===== src/rtl/acc_array_if.sv =====
// acc_array_if: control, operand and result bundle for acc_array.
//   master : drives run_i/len_i/clear_i/valid_i/number_i, observes results
//   slave  : the accumulator side (acc_array)
// Lane k of number_i sits at [k*IN_DATA_WIDTH +: IN_DATA_WIDTH]; result_o
// packs the lane sums in the same order at [k*DWIDTH +: DWIDTH].
interface acc_array_if #(
    parameter int unsigned NUM_CH        = 4,
    parameter int unsigned IN_DATA_WIDTH = 8,
    parameter int unsigned DWIDTH        = IN_DATA_WIDTH * 4,
    parameter int unsigned CNT_WIDTH     = 16
);
    logic                            run_i;
    logic [CNT_WIDTH-1:0]            len_i;
    logic                            clear_i;
    logic                            valid_i;
    logic [NUM_CH*IN_DATA_WIDTH-1:0] number_i;
    logic                            ready_o;
    logic                            busy_o;
    logic                            valid_o;
    logic [NUM_CH*DWIDTH-1:0]        result_o;
    logic                            overflow_o;

    modport master (
        output run_i, len_i, clear_i, valid_i, number_i,
        input  ready_o, busy_o, valid_o, result_o, overflow_o
    );

    modport slave (
        input  run_i, len_i, clear_i, valid_i, number_i,
        output ready_o, busy_o, valid_o, result_o, overflow_o
    );
endinterface


===== src/rtl/acc_array.sv =====
// acc_array: multi-lane, length-programmed accumulator.
// Sums NUM_CH independent lanes over len_i accepted beats, then presents all
// lane sums on result_o together with a one-cycle valid_o pulse.
// Ports:
//   clk      rising-edge clock
//   reset_n  asynchronous active-low reset
//   bus      acc_array_if.slave: run_i/len_i start, clear_i abort,
//            valid_i/number_i operand beats, ready_o/busy_o status,
//            valid_o/result_o/overflow_o results
// Optional build macro ACC_SAT_EN: per-lane saturating adds and a sticky
// per-run overflow_o. Without it lanes wrap and overflow_o is tied low.
module acc_array #(
    parameter int unsigned NUM_CH        = 4,
    parameter int unsigned IN_DATA_WIDTH = 8,
    parameter int unsigned DWIDTH        = IN_DATA_WIDTH * 4,
    parameter int unsigned CNT_WIDTH     = 16,
    parameter int unsigned SIGNED        = 0
) (
    input  logic       clk,
    input  logic       reset_n,
    acc_array_if.slave bus
);
    typedef enum logic [1:0] {IDLE, RUN, DONE} state_t;

    state_t                        state;
    state_t                        state_nxt;
    logic [NUM_CH-1:0][DWIDTH-1:0] acc_q;
    logic [NUM_CH-1:0][DWIDTH-1:0] lane_sum;
    logic [NUM_CH-1:0][DWIDTH-1:0] result_q;
    logic [CNT_WIDTH-1:0]          cnt_q;
    logic [CNT_WIDTH-1:0]          len_q;
    logic                          beat_acc;
    logic                          last_beat;
`ifdef ACC_SAT_EN
    logic [NUM_CH-1:0]             lane_sat;
    logic                          ovf_q;
`endif

    assign beat_acc  = (state == RUN) && bus.valid_i;
    // cnt_q counts beats already taken, so this beat is number cnt_q+1.
    assign last_beat = beat_acc && ((cnt_q + CNT_WIDTH'(1)) == len_q);

    // Per-lane next sum for the beat currently on number_i.
    always_comb begin
        logic [IN_DATA_WIDTH-1:0] opnd;
        logic [DWIDTH-1:0]        ext;
`ifdef ACC_SAT_EN
        logic [DWIDTH:0]          wide;
`endif
        lane_sum = '0;
        opnd     = '0;
        ext      = '0;
`ifdef ACC_SAT_EN
        lane_sat = '0;
        wide     = '0;
`endif
        for (int unsigned k = 0; k < NUM_CH; k++) begin
            opnd = bus.number_i[k*IN_DATA_WIDTH +: IN_DATA_WIDTH];
            ext  = (SIGNED != 0) ? {{(DWIDTH-IN_DATA_WIDTH){opnd[IN_DATA_WIDTH-1]}}, opnd}
                                 : {{(DWIDTH-IN_DATA_WIDTH){1'b0}}, opnd};
`ifdef ACC_SAT_EN
            wide = {1'b0, acc_q[k]} + {1'b0, ext};
            if (SIGNED != 0) begin
                // Signed overflow: both addends share a sign the sum lacks;
                // clamp toward the sign of the addends.
                lane_sat[k] = (acc_q[k][DWIDTH-1] == ext[DWIDTH-1]) &&
                              (wide[DWIDTH-1] != acc_q[k][DWIDTH-1]);
                lane_sum[k] = !lane_sat[k]        ? wide[DWIDTH-1:0] :
                              acc_q[k][DWIDTH-1]  ? {1'b1, {(DWIDTH-1){1'b0}}} :
                                                    {1'b0, {(DWIDTH-1){1'b1}}};
            end else begin
                lane_sat[k] = wide[DWIDTH];
                lane_sum[k] = lane_sat[k] ? '1 : wide[DWIDTH-1:0];
            end
`else
            lane_sum[k] = acc_q[k] + ext;
`endif
        end
    end

    always_ff @(posedge clk or negedge reset_n) begin
        if (!reset_n) state <= IDLE;
        else          state <= state_nxt;
    end

    always_comb begin
        state_nxt = state;
        if (bus.clear_i) begin
            state_nxt = IDLE;
        end else begin
            unique case (state)
                IDLE: if (bus.run_i) state_nxt = (bus.len_i == '0) ? DONE : RUN;
                RUN:  if (last_beat) state_nxt = DONE;
                DONE: state_nxt = IDLE;
                default: state_nxt = IDLE;
            endcase
        end
    end

    always_ff @(posedge clk or negedge reset_n) begin
        if (!reset_n) begin
            acc_q    <= '0;
            result_q <= '0;
            cnt_q    <= '0;
            len_q    <= '0;
`ifdef ACC_SAT_EN
            ovf_q    <= 1'b0;
`endif
        end else if (bus.clear_i) begin
            acc_q    <= '0;
            result_q <= '0;
            cnt_q    <= '0;
`ifdef ACC_SAT_EN
            ovf_q    <= 1'b0;
`endif
        end else if (state == IDLE) begin
            if (bus.run_i) begin
                acc_q    <= '0;
                result_q <= '0;
                cnt_q    <= '0;
                len_q    <= bus.len_i;
`ifdef ACC_SAT_EN
                ovf_q    <= 1'b0;
`endif
            end
        end else if (beat_acc) begin
            acc_q <= lane_sum;
            cnt_q <= cnt_q + CNT_WIDTH'(1);
`ifdef ACC_SAT_EN
            ovf_q <= ovf_q | (|lane_sat);
`endif
            // Results are captured on the final beat so they are already
            // registered during the DONE cycle.
            if (last_beat) result_q <= lane_sum;
        end
    end

    assign bus.ready_o  = (state == RUN);
    assign bus.busy_o   = (state != IDLE);
    assign bus.valid_o  = (state == DONE);
    assign bus.result_o = result_q;
`ifdef ACC_SAT_EN
    assign bus.overflow_o = ovf_q;
`else
    assign bus.overflow_o = 1'b0;
`endif
endmodule


===== src/flat_wrapper.sv =====
// flat-port wrapper written by rule: the top's interface ports become plain ports
module acc_array_flat 
#(
    parameter int unsigned NUM_CH        = 4,
    parameter int unsigned IN_DATA_WIDTH = 8,
    parameter int unsigned DWIDTH        = IN_DATA_WIDTH * 4,
    parameter int unsigned CNT_WIDTH     = 16,
    parameter int unsigned SIGNED        = 0
)
  (clk, reset_n, bus_run_i, bus_len_i, bus_clear_i, bus_valid_i, bus_number_i, bus_ready_o, bus_busy_o, bus_valid_o, bus_result_o, bus_overflow_o);
  acc_array_if #(.NUM_CH(NUM_CH), .IN_DATA_WIDTH(IN_DATA_WIDTH), .DWIDTH(DWIDTH), .CNT_WIDTH(CNT_WIDTH)) bus_i ();
  input  logic clk;
  input  logic reset_n;
  input wire logic [$bits(bus_i.run_i)-1:0] bus_run_i;
  input wire logic [$bits(bus_i.len_i)-1:0] bus_len_i;
  input wire logic [$bits(bus_i.clear_i)-1:0] bus_clear_i;
  input wire logic [$bits(bus_i.valid_i)-1:0] bus_valid_i;
  input wire logic [$bits(bus_i.number_i)-1:0] bus_number_i;
  output wire logic [$bits(bus_i.ready_o)-1:0] bus_ready_o;
  output wire logic [$bits(bus_i.busy_o)-1:0] bus_busy_o;
  output wire logic [$bits(bus_i.valid_o)-1:0] bus_valid_o;
  output wire logic [$bits(bus_i.result_o)-1:0] bus_result_o;
  output wire logic [$bits(bus_i.overflow_o)-1:0] bus_overflow_o;
  assign bus_i.run_i = bus_run_i;
  assign bus_i.len_i = bus_len_i;
  assign bus_i.clear_i = bus_clear_i;
  assign bus_i.valid_i = bus_valid_i;
  assign bus_i.number_i = bus_number_i;
  assign bus_ready_o = bus_i.ready_o;
  assign bus_busy_o = bus_i.busy_o;
  assign bus_valid_o = bus_i.valid_o;
  assign bus_result_o = bus_i.result_o;
  assign bus_overflow_o = bus_i.overflow_o;
  acc_array #(.NUM_CH(NUM_CH), .IN_DATA_WIDTH(IN_DATA_WIDTH), .DWIDTH(DWIDTH), .CNT_WIDTH(CNT_WIDTH), .SIGNED(SIGNED)) u_core (.clk(clk), .reset_n(reset_n), .bus(bus_i));
endmodule

===== config.mk =====
export PLATFORM = sky130hd
export DESIGN_NAME = acc_array_flat
export DESIGN_NICKNAME = d
export VERILOG_FILES = /design/src/rtl/acc_array_if.sv /design/src/rtl/acc_array.sv /design/src/flat_wrapper.sv
export SDC_FILE = /design/constraint.sdc
export NUM_CORES = 1
export LEC_CHECK = 0
export BUFFER_PORTS_ARGS = -buffer_cell sky130_fd_sc_hd__buf_2
export CAP_MARGIN = 30
export CORE_ASPECT_RATIO = 0.9
export CORE_UTILIZATION = 54
export DETAILED_ROUTE_END_ITERATION = 16
export GPL_ROUTABILITY_DRIVEN = 0
export HOLD_SLACK_MARGIN = 0.05
export PLACE_DENSITY = 0.84
export SLEW_MARGIN = 20
export SYNTH_ARGS = -nofsm -noshare
export SYNTH_HDL_FRONTEND = slang
export SYNTH_SLANG_ARGS = --single-unit

===== constraint.sdc =====
create_clock -name clk -period 2.6 [get_ports clk]
set_input_delay 0.39 -clock clk [delete_from_list [all_inputs] [get_ports clk]]
set_output_delay 0.39 -clock clk [all_outputs]
set_load 0.01 [all_outputs]

==> run_results.csv <==
group,metric,value,unit
outcome,status,"complete, but fails checks",
outcome,violations,"setup timing",
place,place_hpwl,29800,µm
cts,cts_buffer_depth,3,
global_routing,grt_usage,0.276,
critical_path,r2r_end,"u_core.bus.result_o[57]",
floorplanning,io_pins,185,
critical_path,cp-end-kind,"register",
drt,drt-total-wl,45200,µm
drt,routedWlPerCell,18.7,µm
sta,worst_slack,-0.112,ns
sta,drv_slew,0,
logic_synthesis,synth_warnings,0,
logic_synthesis,synthTopCellsByArea,"dfrtp_1 (43%), mux2_4 (10%), o21ai_0 (4.7%)",
worst_hold_path,whs_endpoint,"u_core.len_q[6]",
logic_synthesis,syn_area,16900,µm²
sta,finalCritPeriodShare,1.04,
pwr,p_int,8.15,mW
global_routing,grt_max_degree,87,
drt,vias,14500,
worst_hold_path,whs_path_depth,3,
pwr,p_switching,3.05,mW
logic_synthesis,synth.most_common_cell,"dfrtp_1",
drt,drtPass1Iterations,5,
critical_path,critPathMaxFanout,25,
sta,timing.slew.headroom,0.555,
sta,tightest_slew,0.667,ns
logic_synthesis,ys_seq_elements,290,
floorplanning,start_util,0.548,
critical_path,critPathRequiredTime,3.00,ns
pwr,pwr-share-comb,0.158,
floorplanning,die-width,189,µm
floorplanning,die_h,170,µm
flow_run,cap_violations,0,
logic_synthesis,synthTopCellsByCount,"dfrtp_1 (290), nand2_1 (188), o21ai_0 (160)",
cts,cts_made_buffers,34,
logic_synthesis,syn_nets,1798,
cells_and_area,final_design_area_no_fill,20700,µm²
cts,cts_tree,"built",
logic_synthesis,synthCells,1708,
pwr,p_leak,9.66,nW
critical_path,worstPathCellList,"nand4_2 -> or3_4 -> a2111oi_4 -> o2111ai_2 -> nor4_4 -> a211oi_4 -> buf_12 -> buf_16 -> mux2_4",
cells_and_area,syn2layout_area_growth,22.3,%
sta,rsz0062_at_grt,"true",
place,dp.cells,2352,
cts,cts_max_level,2,
sta,fin_skew,0.0151,ns
cells_and_area,stdcell_count,2421,
critical_path,crit_type,"register to register",
critical_path,reg2reg_slack,-0.11,ns
logic_synthesis,ys_seq_area_frac,0.429,
cts,clock-sinks,290,
place,place_ws,-0.241,ns
cells_and_area,drive_above_1_share,0.309,
pwr,power_frac_seq,0.425,
cts,clock_latency,0.52,ns
pwr,cellPowerDensity,542,nW/µm²
critical_path,crit_buf_inv,2,
global_routing,grt_pass1_wl,72300,µm
floorplanning,dieArea,32000,µm²
pwr,power.total,11.2,mW
cts,root_buffer,"clkbuf_16",
floorplanning,core_area,30800,µm²
pwr,clock_power_share,0.417,
critical_path,reg2reg_from,"u_core.cnt_q[0]",
worst_hold_path,hp-class,"input pin to register",
global_routing,globalRouteOverflowTotal,0,
critical_path,critPathArrivalTime,3.11,ns
logic_synthesis,ys.flop_type,"dfrtp_1",
sta,whs,0.106,ns
logic_synthesis,yosysTopAreaCellShare,0.429,
drt,viasPerCell,5.99,
place,place_area,19200,µm²
drt,ant_nets,0,
sta,setup_violations,126,
critical_path,startpoint_type,"register",
critical_path,critPathTopFamily,"simple AND/OR/NAND/NOR gates",
cells_and_area,nNetsFinal,2077,
drt,drt-initial-drc-count,1154,
cts,path_clk_slew,0.06,ns
sta,period_needed,2.71,ns
pwr,p_sw_frac,0.273,
global_routing,first_global_vias,14500,
critical_path,worst_path_largest_cell_delay,0.43,ns
logic_synthesis,postSynthAreaPerCell,9.90,µm²
logic_synthesis,synthArstFlopShare,1.00,
floorplanning,num_rows,61,
critical_path,crit_slowest_cell,"dfrtp_1",
global_routing,antenna_found_initial,5,
worst_hold_path,worstHoldStart,"bus_len_i[6]",
sta,fmax,0.369,GHz
logic_synthesis,synth_edf_count,0,
drt,drc,0,
critical_path,reg2regPathDepth,9,
sta,hold_violations,0,
place,io_buffers,183,
pwr,irDropWorstVdd,0.520,mV
logic_synthesis,netlist-cell-type-count,74,
logic_synthesis,yosys.area.top_type,"dfrtp_1",
==> cell usage in the layout (no fill, tap or decap), types with 9 or more instances in the layout <==
cell,synthesis,routed
a211oi_1,19,13
a21oi_1,64,62
a22o_1,11,11
a31oi_1,9,9
and2_1,15,15
and3_1,37,35
and4_1,11,10
buf_12,11,20
buf_2,4,183
buf_4,3,137
clkbuf_16,0,37
dfrtp_1,290,289
ha_1,33,29
inv_1,44,43
mux2_2,27,27
mux2_4,117,117
nand2_1,188,187
nand3_1,41,40
nand4_1,40,40
nor2_1,150,144
nor3_1,23,18
nor4_1,16,12
o21a_1,13,13
o21ai_0,160,154
o31ai_1,39,36
o41ai_1,9,9
or3_1,17,17
xnor2_1,89,88
xor2_1,32,32
==> cells by family after synthesis <==
| group | Yosys count | share of synthesized area |
|---|---|---|
| DFF | 290 | 0.429 |
| and+or+nand+nor | 581 | 0.165 |
| adders and majority gates | 37 | 0.0292 |
| muxes | 158 | 0.131 |
| AOI/OAI and AO/OA | 372 | 0.137 |
| xor gates and xnor gates | 121 | 0.0627 |
| buffers and inverters | 148 | 0.0457 |
| other | 1 | 0.000222 |
==> tightest hold or removal path: cells and delay by family <==
family | cells | cell delay [ns]
buffers and inverters | 1 | 0.09
AOI/OAI and AO/OA | 1 | 0.06
and+or+nand+nor | 1 | 0.04
==> how the worst max path moves through the flow <==
stage,startpoint,to,cells after the start,slack [ns]
floorplan,bus_number_i[0],u_core.bus.result_o[30],11,-0.01
global placement,bus_number_i[16],u_core.bus.result_o[86],12,-0.16
detailed placement,bus_number_i[8],u_core.bus.result_o[56],13,-0.24
CTS,u_core.cnt_q[0],u_core.bus.result_o[48],9,-0.16
global route,u_core.cnt_q[0],u_core.bus.result_o[88],9,-0.19
finish,u_core.cnt_q[0],u_core.bus.result_o[57],9,-0.11
==> per-layer routing <==
layer	GRT usage	wire length, µm	vias up
met5	0	25	-
li1	-	-	6603
met4	0.115	1340	4
met1	0.365	18800	7122
met3	0.0419	3250	112
met2	0.453	21800	665
==> registers in the layout, indices dropped and copies added (netlist names) <==
| register | flops |
|---|---|
| u_core.acc_q | 128 |
| u_core.bus.result_o | 128 |
| u_core.cnt_q | 16 |
| u_core.len_q | 16 |
| u_core.state | 2 |
==> repair_timing <==
item                                    4_1_cts  5_1_grt
endpoints found under the setup margin      132      164
hold buffers                                  1        0
cloned                                        0        1
pin swaps                                     3       11
resized for setup                            12       66
hold endpoints to repair                     66        0
buffers inserted                              2        4
==> cell type report <==
class,count,area [µm²]
inverter,45,169
fill,2316,10200
multi-input combinational,1270,9210
antenna,3,7.51
timing repair buffer,346,2430
clock buffer,51,1040
sequential,290,7260
clock inverter,7,46.3
tap,409,512
==> power by group through the flow <==
stage | Sequential [mW] | Clock (mW) | Combinational (mW)
3_3_place_gp | 4.83 | 0 | 1.60
2_1_floorplan | 4.83 | 0 | 1.05
3_5_place_dp | 4.84 | 0 | 1.66
6_report | 4.76 | 4.67 | 1.77
5_1_grt | 4.77 | 4.91 | 1.92
4_1_cts | 4.76 | 4.74 | 1.68
==> metrics by stage <==
step	TNS [ns]	util
after floorplan	-0.0230	-
after global placement	-6.76	0.623
after detailed placement	-20.24	0.623
after CTS	-14.73	0.661
after global routing	-18.79	0.671
final	-8.94	0.671
Note: power is estimated with default switching activity, not from simulation.
